$ cat config.mk
export PLATFORM = sky130hd
export DESIGN_NAME = reg_access_master
export DESIGN_NICKNAME = d
export VERILOG_FILES = /design/src/rtl/reg_access_master.sv
export SDC_FILE = /design/constraint.sdc
export NUM_CORES = 1
export LEC_CHECK = 0
export BUFFER_PORTS_ARGS = -buffer_cell sky130_fd_sc_hd__buf_2
export CORE_MARGIN = 3
export CORE_UTILIZATION = 30
export CTS_CLUSTER_DIAMETER = 100
export DETAILED_ROUTE_END_ITERATION = 8
export GPL_TIMING_DRIVEN = 0
export REMOVE_ABC_BUFFERS = 1
export SLEW_MARGIN = 30
export SYNTH_ARGS = -nofsm -noshare
export SYNTH_HDL_FRONTEND = slang
export SYNTH_SLANG_ARGS = --single-unit
export TNS_END_PERCENT = 1
$ cat constraint.sdc
create_clock -name clk -period 6.77 [get_ports clk]
set_input_delay 0.3385 -clock clk [delete_from_list [all_inputs] [get_ports clk]]
set_output_delay 0.3385 -clock clk [all_outputs]
set_load 0.02 [all_outputs]
$ cat src/rtl/reg_access_master.sv
// reg_access_master
//   Initiator for the byte-wide register-file access protocol. Takes one
//   read/write command at a time from an upstream source, drives the address
//   and data phases against the register block with read/write strobes, and
//   returns a single-cycle response carrying read data or an error flag.
//
// Parameters
//   TIMEOUT   cycles to wait on any reg_valid edge before aborting (>= 2)
//   MAX_ADDR  highest address the register block acknowledges
//
// Ports
//   clk, nRst            clock, asynchronous active-low reset
//   cmd_valid/cmd_ready  command handshake (accepted when both high)
//   cmd_rnw              1 = read, 0 = write
//   cmd_addr, cmd_wdata  register address and write data
//   reg_bus              address during the strobe, then write data
//   reg_read, reg_write  access strobes (never high together)
//   reg_rdata, reg_valid register block read data and acknowledge
//   rsp_valid            one-cycle response pulse
//   rsp_rnw, rsp_data    echoed direction and read data (0 for writes/errors)
//   rsp_err              address out of range or timeout
module reg_access_master #(
    parameter int unsigned TIMEOUT  = 16,
    parameter logic [7:0]  MAX_ADDR = 8'd254
) (
    input  logic       clk,
    input  logic       nRst,
    input  logic       cmd_valid,
    output logic       cmd_ready,
    input  logic       cmd_rnw,
    input  logic [7:0] cmd_addr,
    input  logic [7:0] cmd_wdata,
    output logic [7:0] reg_bus,
    output logic       reg_read,
    output logic       reg_write,
    input  logic [7:0] reg_rdata,
    input  logic       reg_valid,
    output logic       rsp_valid,
    output logic       rsp_rnw,
    output logic [7:0] rsp_data,
    output logic       rsp_err
);

    localparam int unsigned CW = $clog2(TIMEOUT + 1);

    typedef enum logic [2:0] {
        IDLE,
        W_ADDR,
        W_DATA,
        R_ADDR,
        R_REL,
        RESP
    } state_t;

    state_t        state, state_d;
    logic [CW-1:0] cnt, cnt_d;
    logic          lat_rnw, lat_rnw_d;
    logic [7:0]    lat_wdata, lat_wdata_d;

    logic          cmd_ready_d, reg_read_d, reg_write_d;
    logic          rsp_valid_d, rsp_rnw_d, rsp_err_d;
    logic [7:0]    reg_bus_d, rsp_data_d;

    logic          timeout_hit;
    logic          finish;
    logic          abort;

    // Every output is a register; the combinational block only computes
    // their next values, so the response is raised on the same edge that
    // enters RESP and is therefore visible during the RESP cycle.
    always_ff @(posedge clk or negedge nRst) begin
        if (!nRst) begin
            state     <= IDLE;
            cnt       <= '0;
            lat_rnw   <= 1'b0;
            lat_wdata <= '0;
            cmd_ready <= 1'b1;
            reg_bus   <= '0;
            reg_read  <= 1'b0;
            reg_write <= 1'b0;
            rsp_valid <= 1'b0;
            rsp_rnw   <= 1'b0;
            rsp_data  <= '0;
            rsp_err   <= 1'b0;
        end else begin
            state     <= state_d;
            cnt       <= cnt_d;
            lat_rnw   <= lat_rnw_d;
            lat_wdata <= lat_wdata_d;
            cmd_ready <= cmd_ready_d;
            reg_bus   <= reg_bus_d;
            reg_read  <= reg_read_d;
            reg_write <= reg_write_d;
            rsp_valid <= rsp_valid_d;
            rsp_rnw   <= rsp_rnw_d;
            rsp_data  <= rsp_data_d;
            rsp_err   <= rsp_err_d;
        end
    end

    always_comb begin
        state_d     = state;
        cnt_d       = cnt;
        lat_rnw_d   = lat_rnw;
        lat_wdata_d = lat_wdata;
        cmd_ready_d = cmd_ready;
        reg_bus_d   = reg_bus;
        reg_read_d  = reg_read;
        reg_write_d = reg_write;
        rsp_valid_d = rsp_valid;
        rsp_rnw_d   = rsp_rnw;
        rsp_data_d  = rsp_data;
        rsp_err_d   = rsp_err;
        finish      = 1'b0;
        abort       = 1'b0;

        // cnt counts completed cycles in the current wait state, so the
        // strobe is held for exactly TIMEOUT cycles before giving up.
        timeout_hit = (32'(cnt) + 32'd1) >= TIMEOUT;

        case (state)
            IDLE: begin
                cmd_ready_d = 1'b1;
                if (cmd_valid) begin
                    cmd_ready_d = 1'b0;
                    lat_rnw_d   = cmd_rnw;
                    lat_wdata_d = cmd_wdata;
                    if (cmd_addr > MAX_ADDR) begin
                        state_d     = RESP;
                        rsp_valid_d = 1'b1;
                        rsp_rnw_d   = cmd_rnw;
                        rsp_data_d  = '0;
                        rsp_err_d   = 1'b1;
                    end else if (cmd_rnw) begin
                        reg_bus_d  = cmd_addr;
                        reg_read_d = 1'b1;
                        state_d    = R_ADDR;
                    end else begin
                        reg_bus_d   = cmd_addr;
                        reg_write_d = 1'b1;
                        state_d     = W_ADDR;
                    end
                end
            end
            W_ADDR: begin
                if (reg_valid) begin
                    reg_write_d = 1'b0;
                    reg_bus_d   = lat_wdata;
                    state_d     = W_DATA;
                end else if (timeout_hit) begin
                    abort = 1'b1;
                end
            end
            W_DATA: begin
                if (!reg_valid) begin
                    finish = 1'b1;
                end else if (timeout_hit) begin
                    abort = 1'b1;
                end
            end
            R_ADDR: begin
                if (reg_valid) begin
                    rsp_data_d = reg_rdata;
                    reg_read_d = 1'b0;
                    state_d    = R_REL;
                end else if (timeout_hit) begin
                    abort = 1'b1;
                end
            end
            R_REL: begin
                if (!reg_valid) begin
                    finish = 1'b1;
                end else if (timeout_hit) begin
                    abort = 1'b1;
                end
            end
            RESP: begin
                rsp_valid_d = 1'b0;
                rsp_rnw_d   = 1'b0;
                rsp_data_d  = '0;
                rsp_err_d   = 1'b0;
                reg_bus_d   = '0;
                cmd_ready_d = 1'b1;
                state_d     = IDLE;
            end
            default: begin
                state_d = IDLE;
            end
        endcase

        if (finish) begin
            reg_bus_d   = '0;
            rsp_valid_d = 1'b1;
            rsp_rnw_d   = lat_rnw;
            rsp_err_d   = 1'b0;
            state_d     = RESP;
        end

        if (abort) begin
            reg_read_d  = 1'b0;
            reg_write_d = 1'b0;
            reg_bus_d   = '0;
            rsp_valid_d = 1'b1;
            rsp_rnw_d   = lat_rnw;
            rsp_data_d  = '0;
            rsp_err_d   = 1'b1;
            state_d     = RESP;
        end

        if (state_d != state) begin
            cnt_d = '0;
        end else if (state == W_ADDR || state == W_DATA ||
                     state == R_ADDR || state == R_REL) begin
            cnt_d = cnt + CW'(1);
        end
    end

endmodule

==> results of run 1 <==
state kept, by name, summed over array words and instances, names as in the netlist, 3 cells and up:
name       cells
state          3
lat_wdata      8
rsp_data       8
cnt            5
reg_bus        8
area by class of cell:
type	count	share of cell area (%)
Timing Repair Buffer	52	9.92
Inverter	6	0.850
Clock inverter	2	2.27
Clock buffer	6	2.74
Sequential cell	39	36.9
Multi-Input combinational cell	166	42.8
Tap cell	96	4.53
critical path, stage by stage (launching register included):
cell      delay [ns]
dfrtp_1         0.83
inv_1           0.41
nand2_1         0.26
o211ai_1        0.12
a211o_1         0.52
mux2_4          0.36
worst max path at each step:
stage / end / slack [ns] / cells past startpoint
after CTS: reg_bus[6]$_DFFE_PN0P_ / 4.17 / 5
after floorplan: rsp_rnw$_DFFE_PN0P_ / 3.87 / 6
after detailed placement: reg_bus[1]$_DFFE_PN0P_ / 4.20 / 5
after global routing: reg_bus[0]$_DFFE_PN0P_ / 3.96 / 5
after global placement: rsp_rnw$_DFFE_PN0P_ / 2.87 / 6
final: reg_bus[6]$_DFFE_PN0P_ / 4.16 / 5
metrics by stage:
| stage | instance area, um^2 | cells | hold slack, ns | total power [mW] | util, % |
|---|---|---|---|---|---|
| final | 2650 | 367 | -0.000858 | 1.29 | 38.1 |
| after global routing | 2650 | 367 | 0.0409 | 1.40 | 38.1 |
| after floorplan | 2130 | 211 | 0.0429 | 0.879 | - |
| after global placement | 2500 | 357 | 0.479 | 1.05 | 36.0 |
| after detailed placement | 2510 | 359 | 0.478 | 1.06 | 36.2 |
| after CTS | 2650 | 367 | 0.196 | 1.30 | 38.1 |
logic make-up after synthesis:
group,count (synthesis),share of synthesized area [%]
AND/OR/NAND/NOR,76,17.4
multiplexers,18,10.5
XOR/XNOR,7,2.79
flip-flops,39,44.5
AO/OA/AOI/OAI,64,20.0
buffers and inverters,20,4.27
adder cells (fa/ha/maj),1,0.569
power by group:
part | internal [mW] | switching (mW)
logic | 0.281 | 0.343
registers | 0.337 | 0.0987
clock network | 0.147 | 0.0831
total | 0.765 | 0.525
cells in the final DEF (no fill, tap or decap), types with 2 or more instances in the layout:
cell | Yosys | final
dfrtp_1 | 38 | 38
nand4_1 | 3 | 3
nand2_1 | 12 | 12
o22ai_1 | 4 | 4
bufinv_16 | 0 | 2
a221o_1 | 3 | 3
o21a_1 | 2 | 2
xor2_1 | 3 | 3
mux2_4 | 8 | 8
a22oi_1 | 2 | 2
clkbuf_8 | 0 | 5
mux2_2 | 8 | 8
a22o_1 | 8 | 8
nor2_1 | 25 | 25
o211ai_1 | 3 | 3
a31oi_1 | 3 | 3
a211o_1 | 2 | 2
inv_1 | 5 | 5
mux2i_1 | 2 | 2
and3_1 | 9 | 9
nand3_1 | 5 | 5
nand2b_1 | 2 | 2
a221oi_1 | 3 | 3
a21oi_1 | 15 | 15
nor3_1 | 6 | 6
nor4_1 | 2 | 2
xnor2_1 | 4 | 4
buf_2 | 3 | 51
o21ai_0 | 10 | 10
layer usage:
layer	GRT usage, %	up-vias	part of all wire (%)	wire length (um)
met2	21.0	83	44	2450
met1	19.9	908	46	2550
met3	3.81	5	8.7	480
li1	-	929	-	-
met5	0	-	0	0
met4	2.26	0	0.78	43
==> flow_summary.toml, run 1 <==
[floorplanning]
core_mm2 = 0.00694
row_count = 30
initial_core_util_pct = 31.7
dieArea_mm2 = 0.00839
chipWidth_um = 91.6
ioPinCount = 51
dieHeight_um = 91.6

[clock_network]
h-tree-depth = 2
ctsResizeCount = 0
cts_made_buffers = 5
cts_tree = "built"
cts_hold_repair.buffers = 0
clock_path_buffers = 2
clock-sinks = 39
clk_pin_slew_ns = 0.08
post-cts-setup-buffers = 0
clock_latency_ns = 0.29
root_buffer = "clkbuf_8"

[yosys]
synth_top_cell_by_area = "dfrtp_1"
ys_seq_area_share_pct = 44.5
synth_cells = 225
synth_seq_cells = 39
synth_area_leaders = "dfrtp_1, mux2_4, nor2_1"
avgSynthCellArea_um2 = 9.77
synth_common_cells = "dfrtp_1, nor2_1, a21oi_1"
synth_area_mm2 = 0.00220
async_reset_ff_share_pct = 100
netlist.area_leader.share_pct = 43.3
ys_warn_count = 0
yosysMostFrequentCell = "dfrtp_1"
synth_cell_types = 54
ys.flop_type = "dfrtp_1"
synth-edff-count = 0

[drt]
drtPass1Iterations = 4
wl_per_cell_um = 15.0
viasPerCell = 5.25
drt.antenna.violating_nets = 0
wl_um = 5520
drc_errors = 0
drtIter0Drc = 301
vias = 1925

[layout]
fillers = 710
antenna_cells = 0
fin_nets = 300
area_delta_synth_final_pct = 20.5
area.sequential_um2 = 977
final_layout_size_suffix_gt1_share_pct = 30.3
multi_input_area_mm2 = 0.00113

[placed_design]
portBuffers = 50
dp_slack_ns = 4.20
gp_congestion = 0.893
dp_hpwl_um = 4050

[min_path]
hold_class = "input port to async pin"

[critical_path]
r2r_slack_ns = 4.16
critical_path_class = "flop to flop"
regToRegStartpoint = "state[2]$_DFF_PN0_"
cp_data_arrival_time_ns = 2.79
r2r_cells = 5
required_ns = 6.95
startpoint = "state[2]$_DFF_PN0_"
crit_path_start_kind = "flop"
critPathMaxFanout = 22
cp-end-kind = "flop"
r2r_end = "reg_bus[6]$_DFFE_PN0P_"

[timing]
drv_slew = 0
slew_headroom_pct = 50.2
fmax_mhz = 383
min_period_over_period_pct = 38.6
fin_ws_ns = 4.16
fin_crit_ns = 2.61
final_hold_viol_count = 4
skew_ns = 0.0107
setup_violations = 0
worstMarginPinSlew_ns = 0.748
fin_setup_tns_ns = 0
hold_ws_ns = -0.000858
rsz0062_at_grt = "no"

[global_route]
grt_pass1_wl_um = 9600
overflow = 0
grt_max_degree = 40
grt_pass1_vias = 1898
grt_use_total_pct = 13.8
antenna_found_initial = 0

[pwr]
powerDensity_mw_per_mm2 = 487
vdd_drop_max_mv = 0.178
leakagePower_nw = 1.25

[outcome]
outcome = "finished, violations left"
failed_checks = "hold timing"

[flow_run]
drv_cap = 0
No activity file was read; power rests on OpenSTA's default activity.
==> inputs of run 2 (changes only) <==
--- a/config.mk
+++ b/config.mk
@@ -5,6 +5,7 @@
 export SDC_FILE = /design/constraint.sdc
 export NUM_CORES = 1
 export LEC_CHECK = 0
+export ABC_AREA = 1
 export BUFFER_PORTS_ARGS = -buffer_cell sky130_fd_sc_hd__buf_2
 export CORE_MARGIN = 3
 export CORE_UTILIZATION = 30
==> constraint.sdc (replaced) <==
create_clock -name clk -period 2.4 [get_ports clk]
set_input_delay 0.12 -clock clk [delete_from_list [all_inputs] [get_ports clk]]
set_output_delay 0.12 -clock clk [all_outputs]
set_load 0.02 [all_outputs]
==> run 2 against run 1 <==
Final cell count is 22% higher. The flow now finishes without violations. Sequential share of layout area is 0.48 points lower. Clock-buffer cell count stayed put. Utilization is 0.091 points higher. Synthesized cell count is 33% higher. Combinational power grew to 2.9 times the previous value. Sequential power grew to 2.5 times the previous value.
==> flow_summary.toml, run 2 <==
[flow_run]
drv_cap = 0

[global_route]
met1_usage_pct = 18.8
grt_most_used_layer = "met2"
grt_use_total_pct = 13.4
antenna_found_initial = 0
grt_pass1_vias = 1990
overflow = 0
grt.met3_usage_pct = 3.17
grt_pass1_wl_um = 9350
use_met2_pct = 20.7
grt_max_degree = 40

[layout]
fin_nets = 379
antenna_cells = 0
fin_cells = 446
area_delta_synth_final_pct = 19.8
fin_util_pct = 38.2
top_regs = "lat_wdata (8), reg_bus (8), rsp_data (8)"
most-common-layout-cells = "nand2_1, buf_2, dfrtp_1"
final_common_cell = "nand2_1"
final_layout_size_suffix_gt1_share_pct = 24.0

[placed_design]
dp_hpwl_um = 4000
portBuffers = 50
gp_congestion = 0.814
dp_cells = 437

[critical_path]
cp_data_arrival_time_ns = 2.29
critPathMaxFanout = 17
cp-end-kind = "flop"
r2r_slack_ns = 0.34
critical_path_class = "flop to flop"
required_ns = 2.63
crit_path_start_kind = "flop"

[clock_network]
clock-sinks = 39
ctsResizeCount = 0
cts_tree = "built"
clock_path_buffers = 2
root_buffer = "clkbuf_8"
h-tree-depth = 2
cts_made_buffers = 5
clk_pin_slew_ns = 0.09
clock_latency_ns = 0.29

[yosys]
ys.flop_type = "dfrtp_1"
yosysMostFrequentCell = "nand2_1"
synth_area_leaders = "dfrtp_1, nand2_1, nand4_1"
ys_seq_area_share_pct = 43.6
synth_seq_cells = 39
synth_common_cells = "nand2_1, dfrtp_1, nand4_1, nor2_1"
synth_area_mm2 = 0.00224
synth_top_cell_by_area = "dfrtp_1"
netlist.area_leader.share_pct = 42.4
async_reset_ff_share_pct = 100
ys_warn_count = 0
synth_cell_types = 28
synth_cells = 300
avgSynthCellArea_um2 = 7.47
synth-edff-count = 0

[pwr]
powerDensity_mw_per_mm2 = 1310
vdd_drop_max_mv = 0.534
leakagePower_nw = 1.51

[drt]
viasPerCell = 4.64
drc_errors = 0
drt.antenna.violating_nets = 0
wl_per_cell_um = 12.2
drtPass1Iterations = 4
drtIter0Drc = 83
vias = 2069
wl_um = 5420

[floorplanning]
dieHeight_um = 92.4
initial_core_util_pct = 31.9
core_mm2 = 0.00702
chipWidth_um = 92.4
ioPinCount = 51
row_count = 30
dieArea_mm2 = 0.00854

[timing]
min_period_over_period_pct = 85.8
worstMarginPinSlew_ns = 0.631
skew_ns = 0.00883
drv_slew = 0
fmax_mhz = 486
fin_crit_ns = 2.06
fin_setup_tns_ns = 0
slew_headroom_pct = 57.8
setup_violations = 0
final_hold_viol_count = 0
hold_ws_ns = 0.0219
rsz0062_at_grt = "no"

[min_path]
hold_class = "input port to flop"

[outcome]
outcome = "completed"
==> run 2: cell count changes in the layout (fill, tap and decap cells not counted), sizes merged, moves of 8 or more <==
cell	delta
a22o	-8
and3	-10
inv	+16
mux2	-16
nand2	+124
nand3	+14
nand4	+16
==> run 2: final cells by class <==
type | count | area [um^2]
clock inverters | 2 | 35.0
clock buffers | 6 | 82.6
flip-flops and latches | 39 | 977
multi-input cells | 230 | 1120
repair buffers | 51 | 263
fillers | 754 | 4340
inverters | 22 | 82.6
well taps | 96 | 120
==> run 2: metrics by stage <==
step	cell area (um^2)	setup WS (ns)	total power, mW
2_1_floorplan	2180	0.697	2.47
3_3_place_gp	2550	0.427	2.94
3_5_place_dp	2550	0.391	2.97
4_1_cts	2680	0.353	3.57
5_1_grt	2680	0.104	3.87
6_report	2680	0.341	3.52
==> run 2: what timing repair did <==
action                    4_1_cts  5_1_grt
buffers inserted                0        0
hold endpoints to repair       38        0
hold buffers                    1        0
==> run 2: report_power, final <==
group / internal (mW) / switching [mW] / total [mW]
clock network: 0.337 / 0.241 / 0.578
registers: 0.930 / 0.171 / 1.10
logic: 0.580 / 1.26 / 1.84
total: 1.85 / 1.67 / 3.52
==> run 2: worst max-delay path, cell delays in order, from the launching register on <==
cell     delay, ns
dfrtp_1       0.41
ha_1          0.24
nand4_1       0.11
nand3_2       0.33
nand2_4       0.31
nand3_2       0.26
nand3_4       0.19
nand2_1       0.07
nand2_1       0.06
==> run 2: kinds of logic after synthesis <==
| kind of cell | count (synthesis) | synth area share [%] |
|---|---|---|
| AND/OR/NAND/NOR | 200 | 41.8 |
| flip-flops | 39 | 43.6 |
| buffers and inverters | 31 | 6.25 |
| AO/OA/AOI/OAI | 26 | 6.59 |
| XOR/XNOR | 3 | 1.17 |
| adder cells (fa/ha/maj) | 1 | 0.558 |
==> run 2: worst paths after layout <==
path	startpoint	endpoint	depth (start not counted)
min in group asynchronous	nRst	state[1]$_DFF_PN0_	2
worst min register to register	reg_bus[5]$_DFFE_PN0P_	reg_bus[5]$_DFFE_PN0P_	2
worst max register to register	cnt[0]$_DFFE_PN0P_	rsp_data[2]$_DFFE_PN0P_	8
max in group asynchronous	nRst	cmd_ready$_DFFE_PN1P_	2
worst min-delay path	cmd_wdata[4]	lat_wdata[4]$_DFFE_PN0P_	3
worst max-delay path	cnt[0]$_DFFE_PN0P_	rsp_data[2]$_DFFE_PN0P_	8
==> run 2: layer usage <==
| layer | vias up | wire [um] |
|---|---|---|
| met1 | 938 | 2670 |
| met4 | 0 | 40 |
| met3 | 5 | 316 |
| li1 | 1068 | - |
| met2 | 58 | 2390 |
| met5 | - | 0 |
==> inputs of run 3 (changes only) <==
--- a/config.mk
+++ b/config.mk
@@ -6,6 +6,7 @@
 export NUM_CORES = 1
 export LEC_CHECK = 0
 export ABC_AREA = 1
+export ABC_CLOCK_PERIOD_IN_PS = 1800
 export BUFFER_PORTS_ARGS = -buffer_cell sky130_fd_sc_hd__buf_2
 export CORE_MARGIN = 3
 export CORE_UTILIZATION = 30
==> constraint.sdc (replaced) <==
create_clock -name clk -period 1.8 [get_ports clk]
set_input_delay 0.27 -clock clk [delete_from_list [all_inputs] [get_ports clk]]
set_output_delay 0.27 -clock clk [all_outputs]
set_load 0.02 [all_outputs]
==> run 3 against run 2 <==
Clock power up 33%. Global-route usage hardly changed. Hold slack better by 0.15 ns. Combinational power increased by 48%. Setup slack worse by 0.22 ns. Utilization grew 2.2 points. Total power rose by 41%. Final area is 5.7% higher. Non-clock buffer count increased by 8. Critical endpoint is now reg_bus[6]$_DFFE_PN0P_. Highest routed layer unchanged.
==> flow_summary.toml, run 3 (synthesis gave the netlist of run 2 again) <==
[min_path]
hp-start = "cmd_wdata[4]"
hold_class = "input port to flop"

[floorplanning]
dieArea_mm2 = 0.00854
chipWidth_um = 92.4
initial_core_util_pct = 31.9
dieHeight_um = 92.4
row_count = 30
ioPinCount = 51
core_mm2 = 0.00702

[critical_path]
required_ns = 1.98
startpoint = "state[0]$_DFF_PN0_"
r2r_slack_ns = 0.12
regToRegStartpoint = "state[0]$_DFF_PN0_"
critical_path_class = "flop to flop"
crit_path_start_kind = "flop"
cp-end-kind = "flop"
cp_data_arrival_time_ns = 1.86
cpPeakStageDelay_ns = 0.49
worstPathCellList = "o21ai_2, nand2_4, nor2_8, nand2_8, nand3_4, nand3_4, nand2_1, nand2_1"
path_buf_inv = 0
crit_family = "simple AND/OR/NAND/NOR gates"
critPathMaxFanout = 10
cp_slowest_cell = "dfrtp_2"

[layout]
fin_cells = 455
area.sequential_um2 = 980
area_delta_synth_final_pct = 26.6
final_common_cell = "nand2_1"
antenna_cells = 0
final_layout_size_suffix_gt1_share_pct = 27.6
fin_nets = 388
top_regs = "lat_wdata (8), reg_bus (8), rsp_data (8)"
multi_input_area_mm2 = 0.00121
fillers = 737
most-common-layout-cells = "nand2_1, buf_2, dfrtp_1"

[timing]
drv_slew = 0
fmax_mhz = 595
setup_violations = 0
slew_headroom_pct = 66.2
final_hold_viol_count = 0
min_period_over_period_pct = 93.4
fin_crit_ns = 1.68
skew_ns = 0.00977
fin_ws_ns = 0.119
worstMarginPinSlew_ns = 0.506
rsz0062_at_grt = "yes"

[drt]
vias = 2122
viasPerCell = 4.66
drtIter0Drc = 97
drc_errors = 0
wl_per_cell_um = 12.3
drtPass1Iterations = 4
wl_um = 5620
drt.antenna.violating_nets = 0

[global_route]
antenna_found_initial = 0
grt_use_total_pct = 13.4
grt_pass1_vias = 2008
grt_pass1_wl_um = 9320
grt_max_degree = 40
overflow = 0

[clock_network]
cts_made_buffers = 5
cts_tree = "built"
h-tree-depth = 2
clock_latency_ns = 0.29
clock_path_buffers = 2
clock-sinks = 39
root_buffer = "clkbuf_8"
clk_pin_slew_ns = 0.08

[placed_design]
dp_cells = 437
gp_congestion = 0.814
dp_slack_ns = -0.209
dp_hpwl_um = 4000
portBuffers = 50

[pwr]
vdd_drop_max_mv = 0.731
leakagePower_nw = 1.57
powerDensity_mw_per_mm2 = 1750

[outcome]
outcome = "completed"

[flow_run]
drv_cap = 0
[run 3: cell count changes in the layout (fill, tap and decap cells not counted), sizes merged]
cell,previous run,this run
buf,50,58
nand2,137,138
[run 3: area by class of cell]
type / instances / area share [%]
Inverter: 22 / 2.91
Clock inverter: 2 / 1.23
Sequential cell: 39 / 34.5
Multi-Input combinational cell: 231 / 42.8
Clock buffer: 6 / 2.91
Tap cell: 96 / 4.23
Timing Repair Buffer: 59 / 11.4
[run 3: worst paths after layout]
check                                      endpoint  cells after the start
max                          reg_bus[6]$_DFFE_PN0P_                      8
min                        lat_wdata[4]$_DFFE_PN0P_                      3
max reg2reg                  reg_bus[6]$_DFFE_PN0P_                      8
min reg2reg                  reg_bus[5]$_DFFE_PN0P_                      2
max in group asynchronous        state[0]$_DFF_PN0_                      2
min in group asynchronous    reg_bus[4]$_DFFE_PN0P_                      2
[run 3: where the power goes]
part / internal, mW / switching (mW) / total (mW)
Sequential: 1.25 / 0.216 / 1.46
Clock: 0.449 / 0.319 / 0.768
Combinational: 0.917 / 1.81 / 2.73
Total: 2.61 / 2.35 / 4.96
[run 3: timing repair]
item	in CTS	in global routing
gates cloned	0	1
setup buffers	0	8
setup endpoints to repair	26	26
hold buffers	0	1
gates resized for setup	9	7
pin swaps	0	4
hold endpoints to repair	0	38
[run 3: routing by layer]
metal  vias to the layer above  GRT usage, %  part of all wire (%)
met5                         -             0                     0
met4                         0          4.33                  0.80
met3                         4          3.17                   5.7
met2                        64          20.5                    45
met1                       972          18.6                    48
li1                       1082             -                     -
[run 3: per-stage QoR]
step	util (%)	cell area (um^2)	hold WS, ns	TNS [ns]	total power [mW]
3_5_place_dp	36.4	2550	0.455	-4.28	3.97
4_1_cts	38.7	2720	0.137	-0.0756	4.81
2_1_floorplan	-	2180	-0.0256	0	3.29
6_report	40.4	2840	0.171	0	4.96
5_1_grt	40.4	2840	0.165	-0.0402	5.42
3_3_place_gp	36.4	2550	0.449	-3.57	3.93
[run 3: tightest hold or removal path: cells and delay by family]
family                 cells  cell delay (ns)
buffers and inverters      1             0.07
AND/OR/NAND/NOR            2             0.08
